===== src/rtl/bullet_pkg.sv =====
// bullet_pkg: shared types and constants for the player bullet subsystem.
package bullet_pkg;

    typedef enum logic [1:0] {
        READY    = 2'd0,
        FIRE     = 2'd1,
        COOLDOWN = 2'd2,
        RELOAD   = 2'd3
    } sched_state_t;

    localparam int SCREEN_W     = 640;
    localparam int BULLET_SIZE  = 4;
    localparam int BULLET_SPEED = 4;
    localparam int AMMO_W       = 4;

endpackage


===== src/rtl/slot_pick.sv =====
// slot_pick: combinational finder for the lowest-index idle bullet slot.
// onehot is zero when every slot is busy.
module slot_pick #(
    parameter int N = 4
) (
    input  logic [N-1:0] busy,
    output logic [N-1:0] onehot,
    output logic         any_free
);

    // Adding one ripples through the trailing busy bits and lands on the
    // lowest zero; masking with ~busy isolates exactly that bit.
    assign onehot   = ~busy & (busy + N'(1));
    assign any_free = ~&busy;

endmodule


===== src/rtl/bullet_sched.sv =====
// bullet_sched: fire controller for a pool of bullet engines. Detects fire
// button edges, enforces a frame-based cooldown, tracks a magazine with
// automatic/manual reload and routes each shot to the lowest idle slot.
// Optional build macro AUTO_FIRE_EN: a held fire button re-arms a shot each
// time the cooldown expires back into READY.
module bullet_sched
    import bullet_pkg::*;
#(
    parameter int NUM_SLOTS       = 4,
    parameter int COOLDOWN_FRAMES = 8,
    parameter int MAG_SIZE        = 6,
    parameter int RELOAD_FRAMES   = 60
) (
    input  logic                 clk,
    input  logic                 reset,
    input  logic                 frame_tick,
    input  logic                 fire_btn,
    input  logic                 reload_btn,
    input  logic [NUM_SLOTS-1:0] slot_active,
    output logic [NUM_SLOTS-1:0] fire_slot,
    output logic [AMMO_W-1:0]    ammo,
    output logic                 reloading,
    output logic                 cooling,
    output logic [15:0]          shots_total
);

    sched_state_t         state, state_n;
    logic                 fire_q, reload_q;
    logic                 pending, pending_n;
    logic [7:0]           frame_cnt;
    logic [NUM_SLOTS-1:0] pick;
    logic                 any_free;

    logic fire_edge, reload_edge, ammo_empty, cool_done, rel_done;
    logic go_fire, go_reload;

    slot_pick #(.N(NUM_SLOTS)) u_pick (
        .busy     (slot_active),
        .onehot   (pick),
        .any_free (any_free)
    );

    assign fire_edge   = fire_btn & ~fire_q;
    assign reload_edge = reload_btn & ~reload_q;
    assign ammo_empty  = (ammo == '0);
    assign cool_done   = frame_tick && (frame_cnt == 8'(COOLDOWN_FRAMES - 1));
    assign rel_done    = frame_tick && (frame_cnt == 8'(RELOAD_FRAMES - 1));
    assign go_fire     = pending && !ammo_empty && any_free;
    // A fire edge in the same cycle as a manual reload edge wins: the reload
    // request is dropped so the pending shot fires on the next cycle.
    assign go_reload   = ammo_empty ||
                         (reload_edge && !fire_edge && (ammo < AMMO_W'(MAG_SIZE)));

    // Next-state and pending-flag logic.
    always_comb begin
        state_n   = state;
        pending_n = pending;
        case (state)
            READY: begin
                if (go_fire) begin
                    state_n = FIRE;
                end else if (go_reload) begin
                    state_n   = RELOAD;
                    pending_n = 1'b0;
                end else if (fire_edge) begin
                    pending_n = 1'b1;
                end else if (frame_tick) begin
                    pending_n = 1'b0;
                end
            end
            FIRE: begin
                state_n   = COOLDOWN;
                pending_n = 1'b0;
            end
            COOLDOWN: begin
                pending_n = 1'b0;
                if (cool_done) begin
                    state_n = ammo_empty ? RELOAD : READY;
`ifdef AUTO_FIRE_EN
                    if (!ammo_empty && fire_btn) pending_n = 1'b1;
`endif
                end
            end
            RELOAD: begin
                pending_n = 1'b0;
                if (rel_done) state_n = READY;
            end
            default: state_n = READY;
        endcase
    end

    // State, edge history and pending registers; history resets high so a
    // button held through reset is not seen as an edge.
    always_ff @(posedge clk or negedge reset) begin
        if (!reset) begin
            state    <= READY;
            pending  <= 1'b0;
            fire_q   <= 1'b1;
            reload_q <= 1'b1;
        end else begin
            state    <= state_n;
            pending  <= pending_n;
            fire_q   <= fire_btn;
            reload_q <= reload_btn;
        end
    end

    // Frame counter: cleared on every state change (so a tick during FIRE is
    // lost), counts ticks only while cooling or reloading.
    always_ff @(posedge clk or negedge reset) begin
        if (!reset) begin
            frame_cnt <= '0;
        end else if (state != state_n) begin
            frame_cnt <= '0;
        end else if (frame_tick && (state == COOLDOWN || state == RELOAD)) begin
            frame_cnt <= frame_cnt + 8'd1;
        end
    end

    // Magazine and lifetime shot counters.
    always_ff @(posedge clk or negedge reset) begin
        if (!reset) begin
            ammo        <= AMMO_W'(MAG_SIZE);
            shots_total <= '0;
        end else if (state == FIRE) begin
            ammo        <= ammo - AMMO_W'(1);
            shots_total <= shots_total + 16'd1;
        end else if (state == RELOAD && rel_done) begin
            ammo        <= AMMO_W'(MAG_SIZE);
        end
    end

    assign fire_slot = (state == FIRE) ? pick : '0;
    assign cooling   = (state == COOLDOWN);
    assign reloading = (state == RELOAD);

endmodule


===== config.mk =====
export PLATFORM = sky130hd
export DESIGN_NAME = bullet_sched
export DESIGN_NICKNAME = d
export VERILOG_FILES = /design/src/rtl/bullet_pkg.sv /design/src/rtl/slot_pick.sv /design/src/rtl/bullet_sched.sv
export SDC_FILE = /design/constraint.sdc
export NUM_CORES = 1
export LEC_CHECK = 0
export ABC_AREA = 1
export CORE_AREA = 4 4 56 109
export DETAILED_ROUTE_END_ITERATION = 16
export DIE_AREA = 0 0 60 113
export GPL_ROUTABILITY_DRIVEN = 0
export PLACE_DENSITY_LB_ADDON = 0.05
export REMOVE_ABC_BUFFERS = 1
export SYNTH_ARGS = -nofsm -noshare
export SYNTH_HDL_FRONTEND = slang
export SYNTH_HIERARCHICAL = 1
export SYNTH_SLANG_ARGS = --single-unit

===== constraint.sdc =====
create_clock -name clk -period 1.4 [get_ports clk]
set_input_delay 0.35 -clock clk [delete_from_list [all_inputs] [get_ports clk]]
set_output_delay 0.35 -clock clk [all_outputs]
set_load 0.05 [all_outputs]

==> results.md <==
- Max Fclk: 0.5964 GHz
- Largest net degree at the start of global routing: 34
- Mean Syn Cell Area: 8.212 um2
- Worst VDD drop: 0.6764 mV
- Crit path arrival time: 1330 ps
- Pre-antenna DRT Iters: 4
- RR Startpoint: state[0]
- CTS H-Tree Depth: 2
- Pre-CTS setup slack: -620.3 ps
- Setup CP Type: reg -> out
- Crit path from: state[0]
- Hold-fix buffers, CTS: 0
- Final WL: 5.125 mm
- Slew Limit Headroom: 82.24%
- Final Slew Violations: 0
- Worst Hold Class: in -> reg
- Clock Sinks: 33
- Crit start category: register
- Die height: 113 um
- Final hold violations: 0
- Remaining DRCs: 0
- Wire length per cell: 12.94 um
- Syn Inst Count: 220
- Pwr dens: 718.4 nW/um2
- Outcome: complete, but fails checks
- DR vias/cell: 4.563
- Vias in the first global route: 1874
- Layout cell share with drive strength beyond 1: 54.76%
- Total global-route track usage: 16.12%
- Grt ovf: 0
- Layout area overhead: 96.12%
- EDFF count, synth: 0
- Clock Path Buffers: 2
- Initial antenna violation count: 0
- Crit Path Max Fanout: 3
- Async SR Flop Fraction: 100.0%
- Required time of the critical path: 1050 ps
- Worst-Margin Slew: 266.4 ps
- DR iter-0 viols: 55
- Final setup fails: 29
- CTS tree: yes
- Routed vias: 1807
- Final min period: 1677 ps
- RR Endpoint: frame_cnt[0]
- Core area: 5325 um2
- Nets: 347
- First-pass GRT wire length: 8.335 mm
- Reg clk slew, reported paths: 70 ps
- DIE WIDTH: 60 um
- Setup ws final: -276.8 ps
- Initial Util: 33.93%
- Clock root buffer: clkbuf_8
- Failing checks: negative setup slack
- N_diodes: 0
- Syn. warnings: 6
- Synth Cell Area: 1807 um2
- Skew final: 5.539 ps
- LEAKAGE: 1.772 nW
- Crit path capture type: output port
- Crit path capture: reloading
- Period utilisation layout: 119.8%
- Num rows: 38
- Register area share after synthesis: 45.98%
- Number of distinct library cells after synthesis: 25
- Antenna Nets Post-Route: 0
- #FFs+latches synth: 33
- I/O Buffers: 34
- Setup TNS: -3849 ps
- Top FF cell, synth: dfrtp_1
- HPWL after DPL: 3.342 mm
- Clk_lat worst skew: 290 ps
- Die Footprint: 6780 um2
- RSZ-0062 raised after global routing: yes
- Fill cell count: 414
- R2r worst-path depth: 12
- Total CTS buffers: 5
- Max cap viols: 0
- Flop-to-flop setup slack: -240 ps
- # IOs: 35
-- worst max-delay path: stages (launching register included) --
cell and delay [ps]:
dfrtp_1 430, buf_6 150, buf_6 110, nand2_2 50, inv_2 50, buf_6 110, buf_12 130
-- cells in the mapped netlist, types with 2 or more instances --
cell type  number  area share (%)
dfstp_2         4             5.8
nor2_1         29             6.0
nor2_2          2            0.69
xnor2_1         7             3.4
nand2_1        51              11
o21ai_0         6             1.7
xor2_1         13             6.3
inv_1          34             7.1
dfrtp_1        29              40
nand2_2         2            0.69
a21oi_1         6             1.7
ha_1            3             2.1
nand3_1        11             3.0
nand4_1         9             3.1
nor3_2          3             1.7
inv_2           2            0.42
-- per-stage QoR --
stage                     area, um2  util, %  hold WS [ps]  total power [W]  instances
after floorplan                1795        -         54.41         0.001355        219
after global placement         2927    54.96         519.3         0.001650        372
after detailed placement       2927    54.96         518.9         0.001659        372
after CTS                      3383    63.53         436.0         0.002513        392
after global routing           3543    66.54         194.5         0.002713        396
final                          3543    66.54         202.7         0.002546        396
-- cell families after synthesis --
family	after synthesis	share of synthesized area, %
simple gates	114	30.40
buf+inv	37	8.102
flops	33	45.98
xor+xnor	20	9.695
compound gates	13	3.740
fa+ha+maj	3	2.078
-- worst min-delay path by stage --
stage / startpoint / endpoint / cells past startpoint
final: reload_btn / reload_q / 1
after global routing: reload_btn / reload_q / 1
after CTS: reset / shots_total[5] / 2
after detailed placement: shots_total[15] / shots_total[15] / 1
after global placement: shots_total[15] / shots_total[15] / 1
after floorplan: reset / ammo[0] / 0
-- flip-flops by register name, summed over array words and instances, names as in the netlist --
signal / flops
frame_cnt: 8
fire_q: 1
pending: 1
shots_total: 16
ammo: 4
reload_q: 1
state: 2
-- area by class of cell --
type / instances / area [um2] / share of cell area [%]
inverter: 36 / 142.6 / 4.025
clock inverter: 1 / 5.005 / 0.1412
clock buffer: 7 / 96.34 / 2.719
multi-input combinational: 150 / 1120 / 31.60
sequential: 33 / 834.6 / 23.55
timing repair buffer: 109 / 1270 / 35.84
tap: 60 / 75.07 / 2.119
-- placed cells by master, fill, tap and decap left out, types with 2 or more instances in the layout --
cell type and instances:
nor2_4 10, a21oi_2 3, o21ai_2 2, nand3_1 4
xor2_1 13, dfstp_2 4, nand4_1 9, dfrtp_2 3
o21ai_1 2, buf_4 51, nand3_4 4, buf_8 2
buf_6 21, dfrtp_1 26, clkdlybuf4s50_1 2, inv_1 29
buf_12 27, ha_4 2, nand2_4 5, xnor2_1 6
clkbuf_8 7, nand2_2 10, nand3_2 5, inv_2 5
dlymetal6s2s_1 2, a21oi_1 2, nand2_1 38, dlygate4sd2_1 4
nor2_2 10, nor2_1 12, nor3_2 3
-- what timing repair did --
item | CTS | global route
setup endpoints to repair | 32 | 39
buffers inserted | 13 | 12
resized for setup | 76 | 49
pin swaps | 14 | 21
-- layer usage --
layer | wire length, um | track usage [%]
met3 | 189 | 2.055
met2 | 2761 | 26.81
met5 | 0 | 0
met1 | 2038 | 19.93
met4 | 135 | 7.544
-- where the power goes --
group	internal, W	switching (W)
clock network	0.000444	0.000352
registers	0.00103	0.0000716
logic	0.000324	0.000325
Note: power is estimated with default switching activity, not from simulation.
